**src/rtl/mult_share_ctrl_pkg.sv**
```systemverilog
// Shared types and constants for the shared-multiplier sequencing controller.
package mult_share_ctrl_pkg;

   // Controller FSM encoding.
   typedef enum logic [1:0] {
      ST_IDLE  = 2'd0,
      ST_START = 2'd1,
      ST_WAIT  = 2'd2,
      ST_DONE  = 2'd3
   } ctrl_state_t;

   // Default slack added to the operand width to form the WAIT-state limit.
   localparam int TMO_OFFSET = 8;

   // Width of a counter that must be able to hold the value n.
   function automatic int count_width(input int n);
      return (n < 2) ? 1 : $clog2(n + 1);
   endfunction

   // Increment an index, wrapping back to zero after n entries.
   function automatic int wrap_inc(input int idx, input int n);
      return (idx + 1 >= n) ? 0 : idx + 1;
   endfunction

endpackage

```
**src/rtl/mult_share_ctrl_rr_arbiter.sv**
```systemverilog
// Combinational round-robin arbiter: grants the first active request at or
// above ptr, wrapping to the lowest active request when none is found above.
module rr_arbiter #(
   parameter int NREQ = 4,
   parameter int IW   = $clog2(NREQ)
) (
   input  logic [NREQ-1:0] req,
   input  logic [IW-1:0]   ptr,
   output logic [NREQ-1:0] gnt,
   output logic [IW-1:0]   gnt_idx
);

   logic [NREQ-1:0] upper_mask;
   logic [NREQ-1:0] upper_req;
   logic [NREQ-1:0] sel_req;

   // Thermometer mask selecting requesters at or above the pointer.
   genvar gi;
   generate
      for (gi = 0; gi < NREQ; gi++) begin : g_mask
         assign upper_mask[gi] = (gi >= int'(ptr));
      end
   endgenerate

   assign upper_req = req & upper_mask;
   // Fall back to the full vector when nothing sits at or above the pointer,
   // which gives the wrap-around search order.
   assign sel_req   = (|upper_req) ? upper_req : req;

   // Priority encode the lowest set bit of the selected vector.
   always_comb begin
      gnt     = '0;
      gnt_idx = '0;
      for (int i = NREQ - 1; i >= 0; i--) begin
         if (sel_req[i]) begin
            gnt     = '0;
            gnt[i]  = 1'b1;
            gnt_idx = IW'(i);
         end
      end
   end

endmodule

```
**src/rtl/mult_share_ctrl.sv**
```systemverilog
// Shares one sequential multiplier between NREQ requesters: round-robin
// grant, operand capture, start pulse, ready wait with timeout, and a
// one-cycle done pulse back to the owning requester.
module mult_share_ctrl
   import mult_share_ctrl_pkg::*;
#(
   parameter int nb   = 32,
   parameter int NREQ = 4,
   parameter int TMO  = nb + TMO_OFFSET
) (
   input  logic                 clk,
   input  logic                 rst_n,
   input  logic [NREQ-1:0]      req,
   input  logic [NREQ*nb-1:0]   a_in,
   input  logic [NREQ*nb-1:0]   b_in,
   output logic [NREQ-1:0]      ack,
   output logic [NREQ-1:0]      done,
   output logic [2*nb-1:0]      result,
   output logic                 tmo,
   output logic                 busy,
   output logic                 mul_start,
   output logic [nb-1:0]        mul_a,
   output logic [nb-1:0]        mul_b,
   input  logic [2*nb-1:0]      mul_product,
   input  logic                 mul_ready
);

   localparam int IW = $clog2(NREQ);
   localparam int CW = count_width(TMO);

   ctrl_state_t      state_reg;
   ctrl_state_t      state_next;
   logic [IW-1:0]    ptr_reg;
   logic [IW-1:0]    owner_reg;
   logic [nb-1:0]    a_reg;
   logic [nb-1:0]    b_reg;
   logic [CW-1:0]    cnt_reg;
   logic [2*nb-1:0]  result_reg;
   logic             tmo_reg;

   logic [NREQ-1:0]  gnt;
   logic [IW-1:0]    gnt_idx;
   logic [nb-1:0]    a_arr [NREQ];
   logic [nb-1:0]    b_arr [NREQ];
   logic             any_req;
   logic             wait_ready;
   logic             wait_expired;

   // Unpack the flat operand buses into per-requester slices.
   genvar gi;
   generate
      for (gi = 0; gi < NREQ; gi++) begin : g_slice
         assign a_arr[gi] = a_in[gi*nb +: nb];
         assign b_arr[gi] = b_in[gi*nb +: nb];
      end
   endgenerate

   rr_arbiter #(
      .NREQ (NREQ),
      .IW   (IW)
   ) u_arb (
      .req     (req),
      .ptr     (ptr_reg),
      .gnt     (gnt),
      .gnt_idx (gnt_idx)
   );

   assign any_req      = |req;
   // Counter value zero marks the first WAIT cycle, where a ready left over
   // from an earlier (possibly aborted) operation must be ignored.
   assign wait_ready   = mul_ready && (cnt_reg != '0);
   assign wait_expired = (cnt_reg == CW'(TMO));

   // State register.
   always_ff @(posedge clk or negedge rst_n) begin
      if (!rst_n) begin
         state_reg <= ST_IDLE;
      end else begin
         state_reg <= state_next;
      end
   end

   // Next-state logic.
   always_comb begin
      state_next = state_reg;
      unique case (state_reg)
         ST_IDLE:  if (any_req) state_next = ST_START;
         ST_START: state_next = ST_WAIT;
         ST_WAIT:  if (wait_ready || wait_expired) state_next = ST_DONE;
         ST_DONE:  state_next = ST_IDLE;
         default:  state_next = ST_IDLE;
      endcase
   end

   // Grant capture, WAIT counter and result/timeout registers.
   always_ff @(posedge clk or negedge rst_n) begin
      if (!rst_n) begin
         ptr_reg    <= '0;
         owner_reg  <= '0;
         a_reg      <= '0;
         b_reg      <= '0;
         cnt_reg    <= '0;
         result_reg <= '0;
         tmo_reg    <= 1'b0;
      end else begin
         unique case (state_reg)
            ST_IDLE: begin
               if (any_req) begin
                  owner_reg <= gnt_idx;
                  a_reg     <= a_arr[gnt_idx];
                  b_reg     <= b_arr[gnt_idx];
                  ptr_reg   <= IW'(wrap_inc(int'(gnt_idx), NREQ));
               end
            end
            ST_START: begin
               cnt_reg <= '0;
            end
            ST_WAIT: begin
               cnt_reg <= cnt_reg + CW'(1);
               if (wait_ready) begin
                  result_reg <= mul_product;
                  tmo_reg    <= 1'b0;
               end else if (wait_expired) begin
                  result_reg <= '0;
                  tmo_reg    <= 1'b1;
               end
            end
            default: begin
            end
         endcase
      end
   end

   // Output decode: ack in IDLE, start pulse, done to the owner, busy flag.
   always_comb begin
      ack       = '0;
      done      = '0;
      busy      = (state_reg != ST_IDLE);
      mul_start = (state_reg == ST_START);
      // ack is gated by rst_n so that it reads zero while reset is held.
      if (state_reg == ST_IDLE && rst_n) begin
         ack = gnt;
      end
      if (state_reg == ST_DONE) begin
         done[owner_reg] = 1'b1;
      end
   end

   assign mul_a  = a_reg;
   assign mul_b  = b_reg;
   assign result = result_reg;
   assign tmo    = tmo_reg;

endmodule

```
**config.mk**
```make
export PLATFORM = sky130hd
export DESIGN_NAME = mult_share_ctrl
export DESIGN_NICKNAME = d
export VERILOG_FILES = /design/src/rtl/mult_share_ctrl_pkg.sv /design/src/rtl/mult_share_ctrl_rr_arbiter.sv /design/src/rtl/mult_share_ctrl.sv
export SDC_FILE = /design/constraint.sdc
export NUM_CORES = 1
export LEC_CHECK = 0
export CAP_MARGIN = 20
export CORE_AREA = 2 2 179 181
export CTS_BUF_LIST = sky130_fd_sc_hd__clkbuf_4 sky130_fd_sc_hd__clkbuf_8
export CTS_CLUSTER_SIZE = 24
export DETAILED_ROUTE_END_ITERATION = 6
export DIE_AREA = 0 0 181 183
export GPL_ROUTABILITY_DRIVEN = 0
export PLACE_DENSITY = 0.63
export SLEW_MARGIN = 15
export SYNTH_ARGS = -nofsm -noshare
export SYNTH_HDL_FRONTEND = slang
export SYNTH_SLANG_ARGS = --single-unit
```
**constraint.sdc**
```tcl
create_clock -name clk -period 2.1 [get_ports clk]
set_clock_uncertainty 0.15 [all_clocks]
set_input_delay 0.42 -clock clk [delete_from_list [all_inputs] [get_ports clk]]
set_output_delay 0.42 -clock clk [all_outputs]
set_load 0.005 [all_outputs]
```
==> results.py, run 1 <==
metrics = {
    "timing": {
        "worstMarginPinSlew_ns": 0.598,
        "period_needed_ns": 2.37,
        "maxSlewViolCount": 0,
        "setup_violations": 71,
        "relSlewSlack_pct": 60.1,
        "setup_ws_ns": -0.269,
        "rsz0062_at_grt": "yes",
        "hold_viol": 0,
        "timing.fmax_mhz": 422,
        "fin_crit_sh_pct": 113,
    },
    "setup_path": {
        "rrSetupSlack_ns": -0.13,
        "critical_path_class": "in2out",
        "crit_fanout": 10,
        "arrival_ns": 1.80,
        "crit_path_start_kind": "primary input",
        "critPathCaptureType": "output port",
        "required_ns": 1.53,
    },
    "synthesis": {
        "ys_ff_latch": 141,
        "synth-async-reset-ratio_pct": 100,
        "avgSynthCellArea_sq_um": 11.9,
        "synth.cells.most_frequent": "dfrtp_1, mux2i_1, nand2_1",
        "syn-num-nets": 948,
        "ys_seq_area_share_pct": 48.2,
        "synthCells": 615,
        "ys_warn_count": 0,
        "syn_area_sq_um": 7330,
        "synth_ff_type": "dfrtp_1",
        "synth_most_common_cell": "dfrtp_1",
        "yosys-top-cells-area": "dfrtp_1, mux2i_1, a22o_1, o221ai_1, buf_12",
        "synth_top_area_share_pct": 48.2,
        "synth_top_area_cell": "dfrtp_1",
        "synth_edf_count": 0,
        "synth_cell_types": 49,
    },
    "route": {
        "ant_nets": 0,
        "wl_per_cell_microns": 19.8,
        "viasPerCell": 4.69,
        "vias": 7352,
        "initialDrtViolationCount": 354,
        "wirelength_mm": 31.1,
        "drtPass1Iterations": 5,
        "drc": 0,
    },
    "layout": {
        "drive_gt1_share_pct": 18.2,
        "post-route-cell-area_sq_um": 14000,
        "diodes": 0,
        "area_growth_syn_to_layout_pct": 91.6,
        "largest_reg_flops": 64,
        "nets": 1486,
    },
    "global_route": {
        "antenna_found_initial": 0,
        "grt_pass1_wl_mm": 44.9,
        "grt_start_max_net_pins": 54,
        "overflow": 0,
        "grt_usage_pct": 17.6,
        "grt_pass1_vias": 7418,
    },
    "run_status": {
        "status": "finished with violations",
        "violations": "setup timing",
    },
    "floorplanning": {
        "die_w_microns": 181,
        "pin_count": 466,
        "core_area_sq_um": 31200,
        "rows": 65,
        "die_area_sq_um": 33100,
        "die_h_microns": 183,
        "start_util_pct": 23.5,
    },
    "clock_tree": {
        "cts_max_path_buffers": 2,
        "htreeDepth": 4,
        "clkSinkCount": 141,
        "cts_tree": "done",
        "clk_latency_ns": 0.47,
        "cts-root-buf": "clkbuf_8",
        "cts_made_buffers": 17,
        "clk_pin_slew_worst_paths_ns": 0.10,
    },
    "hold_path": {
        "hold_class": "in2async",
    },
    "power_and_ir_drop": {
        "pwr-share-seq_pct": 27.9,
        "clkPwrFrac_pct": 14.1,
        "switching_power_mw": 5.95,
        "power_density_nw_per_um2": 1230,
        "swShare_pct": 34.5,
        "p_int_mw": 11.3,
        "p_comb_share_pct": 58.0,
        "finalPower_mw": 17.3,
        "p_leak_nw": 6.11,
        "max-vdd-ir-drop_v": 0.000465,
    },
    "place": {
        "portBuffers": 465,
        "dp_hpwl_mm": 21.9,
        "placed_area_sq_um": 12600,
    },
    "job": {
        "max_cap_violations": 0,
    },
}
[cell usage in the layout, fill, tap and decap left out, drive strengths merged, types with 2 or more instances in the layout]
master / count
dfrtp: 141
clkinv: 5
clkbuf: 25
inv: 11
nor2: 12
nor2b: 4
ha: 6
o221ai: 64
clkdlybuf4s50: 453
buf: 111
a21oi: 7
nand4: 2
o21ai: 13
a22o: 64
or3: 2
nand3: 3
mux2i: 130
bufinv: 3
nand2: 86
[timing repair]
action,in CTS,in global routing
pin swaps,43,30
gates resized for setup,113,62
cloned,8,6
endpoints found under the setup margin,67,193
buffers inserted,22,7
hold endpoints to repair,88,0
hold buffers,1,0
[critical path: stages]
cell	delay (ns)
clkdlybuf4s50_1	0.44
buf_6	0.17
a21oi_4	0.14
nor2b_1	0.06
o211ai_1	0.24
buf_4	0.16
nor2_2	0.03
buf_2	0.14
[area by class of cell]
type                            instances  area [sq um]
Fill cell                            2863         17200
Timing Repair Buffer                  571          5980
Multi-Input combinational cell        414          3580
Sequential cell                       141          3530
Tap cell                              402           503
Clock buffer                           20           256
Clock inverter                         12           160
Inverter                                8          30.0
[power groups by stage]
stage | sequential (mW) | combinational (mW) | clock, mW
global placement | 4.79 | 8.55 | 0
detailed placement | 4.81 | 8.62 | 0
global route | 4.99 | 10.7 | 2.63
finish | 4.82 | 10.0 | 2.43
CTS | 4.80 | 9.90 | 2.53
floorplan | 4.88 | 3.88 | 0
[metrics by stage]
step / TNS (ns) / setup WS, ns / instances / util [%] / hold slack, ns
final: -5.19 / -0.269 / 1568 / 44.9 / 0.314
after detailed placement: -45.28 / -0.803 / 1500 / 40.4 / 0.185
after CTS: -7.97 / -0.310 / 1562 / 44.1 / 0.267
after global routing: -16.10 / -0.404 / 1568 / 44.9 / 0.284
after floorplan: 0 / 0.128 / 615 / - / -0.0256
after global placement: -41.85 / -0.801 / 1500 / 40.4 / 0.186
[routing by layer]
metal	track usage [%]	wire length, microns	vias up
li1	-	-	3424
met4	5.11	421	0
met2	30.3	15700	275
met3	4.47	2110	27
met5	0	0	-
met1	22.0	12900	3626
[path summary, 6_finish.rpt]
| check | from | endpoint | depth (start not counted) |
|---|---|---|---|
| min in group clk | mul_b[6]$_DFFE_PN0P_ | mul_b[6]$_DFFE_PN0P_ | 2 |
| worst min register to register | mul_b[6]$_DFFE_PN0P_ | mul_b[6]$_DFFE_PN0P_ | 2 |
| worst max-delay path | req[2] | ack[2] | 8 |
| worst min-delay path | rst_n | owner_reg[1]$_DFFE_PN0P_ | 3 |
| max in group asynchronous | rst_n | mul_b[30]$_DFFE_PN0P_ | 4 |
| worst max register to register | ptr_reg[1]$_DFFE_PN0P_ | mul_b[12]$_DFFE_PN0P_ | 9 |
[kinds of logic after synthesis]
group	synth area share, %
compound gates	18.1
fa+ha+maj	1.02
mux	17.9
xor+xnor	0.120
simple gates	6.93
buf+inv	7.75
flops	48.2
No activity file was read; power rests on OpenSTA's default activity.
==> inputs of run 2 (changes only) <==
--- a/config.mk
+++ b/config.mk
@@ -12,6 +12,7 @@
 export DETAILED_ROUTE_END_ITERATION = 6
 export DIE_AREA = 0 0 181 183
 export GPL_ROUTABILITY_DRIVEN = 0
+export GPL_TIMING_DRIVEN = 0
 export PLACE_DENSITY = 0.63
 export SLEW_MARGIN = 15
 export SYNTH_ARGS = -nofsm -noshare
==> results.py, run 2 (synthesized netlist as in run 1, its figures left out) <==
metrics = {
    "timing": {
        "setup_tns_ns": -15.53,
        "worstMarginPinSlew_ns": 0.620,
        "worst_hold_slack_ns": -0.300,
        "setup_ws_ns": -0.249,
        "hold_viol": 55,
        "rsz0062_at_grt": "yes",
        "period_needed_ns": 2.35,
        "timing.fmax_mhz": 426,
        "relSlewSlack_pct": 58.7,
        "maxSlewViolCount": 0,
        "setup_violations": 132,
        "fin_crit_sh_pct": 112,
    },
    "layout": {
        "fin_cells": 1576,
        "drive_gt1_share_pct": 18.7,
        "area_growth_syn_to_layout_pct": 94.9,
        "layout_commonest_cell": "clkdlybuf4s50_1",
        "regArea_sq_um": 3530,
        "fillers": 2851,
        "largest_reg_flops": 64,
        "diodes": 0,
        "mostFrequentLayoutCells": "clkdlybuf4s50_1, dfrtp_1, mux2i_1",
        "nets": 1494,
        "multi_input_area_sq_um": 3660,
    },
    "global_route": {
        "grt_usage_pct": 19.2,
        "grt_pass1_vias": 7683,
        "grt_pass1_wl_mm": 48.0,
        "grt_start_max_net_pins": 87,
        "overflow": 0,
        "antenna_found_initial": 0,
    },
    "floorplanning": {
        "start_util_pct": 23.5,
        "die_h_microns": 183,
        "die_area_sq_um": 33100,
        "die_w_microns": 181,
        "pin_count": 466,
        "core_area_sq_um": 31200,
        "rows": 65,
    },
    "place": {
        "post-place-ws_ns": -0.933,
        "portBuffers": 465,
        "dp_hpwl_mm": 24.1,
        "dp_cells": 1483,
    },
    "setup_path": {
        "arrival_ns": 2.51,
        "crit_path_start_kind": "register",
        "worstPathCellList": "buf_4 > buf_6 > mux2i_1 > o221a_1 > buf_6 > buf_12 > buf_12 > buf_12 > mux2i_2 > o221ai_1",
        "slowest_stage": "dfrtp_2",
        "critical_path_class": "reg2reg",
        "slowest_delay_ns": 0.45,
        "crit_fanout": 5,
        "critPathCaptureType": "register",
        "required_ns": 2.26,
        "crit_top_cell": "buf_12",
    },
    "hold_path": {
        "hold_class": "in2async",
    },
    "clock_tree": {
        "cts-root-buf": "clkbuf_8",
        "cts_max_path_buffers": 2,
        "cts_tree": "done",
        "cts_made_buffers": 17,
        "clk_pin_slew_worst_paths_ns": 0.11,
        "clkSinkCount": 141,
        "clk_latency_ns": 0.46,
        "htreeDepth": 4,
    },
    "run_status": {
        "status": "finished with violations",
        "violations": "hold timing, setup timing",
    },
    "route": {
        "wl_per_cell_microns": 21.2,
        "wirelength_mm": 33.4,
        "drc": 0,
        "vias": 7399,
        "initialDrtViolationCount": 426,
        "ant_nets": 0,
        "viasPerCell": 4.69,
        "drtPass1Iterations": 4,
    },
    "job": {
        "max_cap_violations": 0,
    },
    "power_and_ir_drop": {
        "finalPower_mw": 17.6,
        "power_density_nw_per_um2": 1230,
        "p_leak_nw": 6.19,
        "max-vdd-ir-drop_v": 0.000501,
    },
}
-- run 2: critical path, delay by kind of cell, from the launching register on --
family / cells / cell delay (ns)
AO/OA/AOI/OAI: 2 / 0.37
buffers and inverters: 6 / 0.77
flip-flops: 1 / 0.45
multiplexers: 2 / 0.44
-- run 2: report_power, final --
group	switching, mW	total, mW	leakage, nW	internal (mW)
combinational	4.12	10.3	4.25	6.22
sequential	0.810	4.85	1.72	4.04
clock	1.38	2.43	0.211	1.05
total	6.30	17.6	6.19	11.3
-- run 2: what timing repair did --
action | in CTS | in global routing
cloned | 12 | 6
pin swaps | 31 | 33
buffers inserted | 36 | 20
endpoints found under the hold margin | 55 | 55
resized for setup | 132 | 74
endpoints found under the setup margin | 137 | 143
-- run 2: routing by layer --
| metal | up-vias | wire length [microns] | global-route usage, % |
|---|---|---|---|
| met1 | 3665 | 14000 | 24.0 |
| met2 | 260 | 17100 | 33.7 |
| met4 | 0 | 510 | 5.17 |
| met5 | - | 0 | 0 |
| li1 | 3449 | - | - |
| met3 | 25 | 1670 | 3.75 |
-- run 2: final cells by class --
type | instances | area share [%]
flip-flops and latches | 141 | 24.7
multi-input cells | 414 | 25.6
inverters | 8 | 0.210
plain buffers | 48 | 4.07
clock buffers | 18 | 1.74
clock inverters | 14 | 1.21
repair buffers | 531 | 38.9
well taps | 402 | 3.52
-- run 2: per-stage QoR --
stage / utilization [%] / area (sq um)
after CTS: 44.5 / 13900
after global routing: 45.7 / 14300
final: 45.7 / 14300
after detailed placement: 40.1 / 12500
after global placement: 40.0 / 12500
after floorplan: - / 7330
-- run 2: worst paths after layout --
| path | start | cells after the start | slack, ns | endpoint |
|---|---|---|---|---|
| hold / removal | rst_n | 1 | -0.30 | result[5]$_DFFE_PN0P_ |
| setup / recovery | ptr_reg[1]$_DFFE_PN0P_ | 10 | -0.25 | mul_a[26]$_DFFE_PN0P_ |
| hold reg to reg | mul_a[22]$_DFFE_PN0P_ | 2 | 0.34 | mul_a[22]$_DFFE_PN0P_ |
| setup reg to reg | ptr_reg[1]$_DFFE_PN0P_ | 10 | -0.25 | mul_a[26]$_DFFE_PN0P_ |
| max in group asynchronous | rst_n | 2 | 1.24 | mul_b[1]$_DFFE_PN0P_ |
| min in group clk | mul_a[22]$_DFFE_PN0P_ | 2 | 0.34 | mul_a[22]$_DFFE_PN0P_ |
==> inputs of run 3 (changes only) <==
--- a/config.mk
+++ b/config.mk
@@ -5,9 +5,10 @@
 export SDC_FILE = /design/constraint.sdc
 export NUM_CORES = 1
 export LEC_CHECK = 0
+export ABC_CLOCK_PERIOD_IN_PS = 2100
 export CAP_MARGIN = 20
 export CORE_AREA = 2 2 179 181
-export CTS_BUF_LIST = sky130_fd_sc_hd__clkbuf_4 sky130_fd_sc_hd__clkbuf_8
+export CTS_BUF_LIST = sky130_fd_sc_hd__clkbuf_16
 export CTS_CLUSTER_SIZE = 24
 export DETAILED_ROUTE_END_ITERATION = 6
 export DIE_AREA = 0 0 181 183
==> results.py, run 3 (synthesized netlist as in run 1, its figures left out) <==
metrics = {
    "global_route": {
        "grt_usage_pct": 18.9,
        "antenna_found_initial": 0,
        "grt_start_max_net_pins": 87,
        "grt_pass1_vias": 7594,
        "grt_pass1_wl_mm": 47.5,
        "overflow": 0,
    },
    "power_and_ir_drop": {
        "power_density_nw_per_um2": 1280,
        "max-vdd-ir-drop_v": 0.000574,
        "p_leak_nw": 6.29,
        "finalPower_mw": 18.5,
    },
    "clock_tree": {
        "cts_tree": "done",
        "clk_pin_slew_worst_paths_ns": 0.08,
        "htreeDepth": 4,
        "clk_latency_ns": 0.42,
        "cts_max_path_buffers": 2,
        "cts_made_buffers": 17,
        "clkSinkCount": 141,
        "cts-root-buf": "clkbuf_16",
    },
    "floorplanning": {
        "die_area_sq_um": 33100,
        "die_h_microns": 183,
        "rows": 65,
        "die_w_microns": 181,
        "start_util_pct": 23.5,
        "pin_count": 466,
        "core_area_sq_um": 31200,
    },
    "setup_path": {
        "rrSetupSlack_ns": -0.14,
        "worstRegToRegCells": 11,
        "crit_path_start_kind": "register",
        "crit_fanout": 4,
        "arrival_ns": 1.69,
        "r2r-end": "mul_b[21]$_DFFE_PN0P_",
        "required_ns": 1.53,
        "critical_path_class": "reg2out",
        "r2r-start": "ptr_reg[1]$_DFFE_PN0P_",
        "critPathCaptureType": "output port",
    },
    "timing": {
        "maxSlewViolCount": 0,
        "setup_ws_ns": -0.163,
        "fin_crit_sh_pct": 108,
        "timing.fmax_mhz": 442,
        "rsz0062_at_grt": "yes",
        "hold_viol": 55,
        "worstMarginPinSlew_ns": 0.621,
        "setup_tns_ns": -6.44,
        "setup_violations": 119,
        "period_needed_ns": 2.26,
        "worst_hold_slack_ns": -0.253,
        "relSlewSlack_pct": 58.6,
    },
    "layout": {
        "post-route-cell-area_sq_um": 14500,
        "area_growth_syn_to_layout_pct": 97.9,
        "drive_gt1_share_pct": 18.5,
        "layout_commonest_cell": "clkdlybuf4s50_1",
        "largest_reg_flops": 64,
        "fillers": 2839,
        "nets": 1488,
        "diodes": 0,
        "mostFrequentLayoutCells": "clkdlybuf4s50_1, dfrtp_1, mux2i_1",
    },
    "route": {
        "vias": 7400,
        "viasPerCell": 4.71,
        "ant_nets": 0,
        "drtPass1Iterations": 4,
        "wl_per_cell_microns": 21.3,
        "drc": 0,
        "initialDrtViolationCount": 407,
        "wirelength_mm": 33.5,
    },
    "place": {
        "portBuffers": 465,
        "dp_hpwl_mm": 24.1,
        "placed_area_sq_um": 12500,
    },
    "job": {
        "max_cap_violations": 0,
    },
    "run_status": {
        "status": "finished with violations",
        "violations": "hold timing, setup timing",
    },
    "hold_path": {
        "hold_class": "in2async",
    },
}
## run 3: changes by cell type in the layout (fill, tap and decap cells not counted), moves of 4 or more
cell	before	now
buf_12	27	31
buf_6	21	6
clkbuf_16	7	27
clkbuf_8	19	0
mux2i_1	99	103
mux2i_2	14	9
## run 3: worst max-delay path by stage
stage	startpoint	end	slack [ns]
global placement	rst_n	ack[3]	-6.16
CTS	ptr_reg[1]$_DFFE_PN0P_	ack[3]	-0.21
detailed placement	req[2]	ack[3]	-0.93
floorplan	cnt_reg[0]$_DFFE_PN0P_	state_reg[1]$_DFFE_PN0P_	0.13
global route	ptr_reg[1]$_DFFE_PN0P_	ack[3]	-0.30
finish	ptr_reg[0]$_DFFE_PN0P_	ack[3]	-0.16
## run 3: per-layer routing
| metal | up-vias | global-route usage, % | share of wire [%] |
|---|---|---|---|
| met5 | - | 0 | 0 |
| met4 | 0 | 5.53 | 1.8 |
| met3 | 27 | 3.22 | 4.9 |
| met2 | 257 | 33.1 | 50 |
| met1 | 3682 | 24.1 | 43 |
| li1 | 3434 | - | - |
## run 3: layout make-up
class / count / area (sq um) / area share (%)
Inverter: 8 / 30.0 / 0.207
Sequential cell: 141 / 3530 / 24.4
Clock inverter: 15 / 176 / 1.22
Clock buffer: 17 / 425 / 2.93
Buffer: 47 / 539 / 3.72
Timing Repair Buffer: 526 / 5600 / 38.6
Multi-Input combinational cell: 414 / 3690 / 25.4
Tap cell: 402 / 503 / 3.47
## run 3: what timing repair did
action / in CTS / in global routing
cloned: 10 / 10
pin swaps: 31 / 31
hold endpoints to repair: 55 / 55
endpoints found under the setup margin: 138 / 139
gates resized for setup: 113 / 85
buffers inserted: 27 / 16
## run 3: worst max-delay path, stage by stage (launching register included)
cell	delay, ns
dfrtp_2	0.44
inv_2	0.10
a21oi_1	0.10
nor2b_1	0.13
o211ai_1	0.14
a211oi_2	0.20
buf_2	0.18
## run 3: per-stage QoR
stage	setup WS, ns	util (%)	hold WS [ns]	std cells
finish	-0.163	46.4	-0.253	1570
global route	-0.299	46.4	-0.222	1570
detailed placement	-0.933	40.1	0.228	1483
global placement	-6.16	40.0	0.318	1482
floorplan	0.128	-	-0.0256	615
CTS	-0.213	44.4	-0.242	1550
## run 3: report_power, final
group          leakage [nW]  total [mW]  internal (mW)  switching (mW)
clock network         0.293        3.17           1.71            1.46
logic                  4.28        10.4           6.28            4.16
registers              1.72        4.87           4.05           0.818
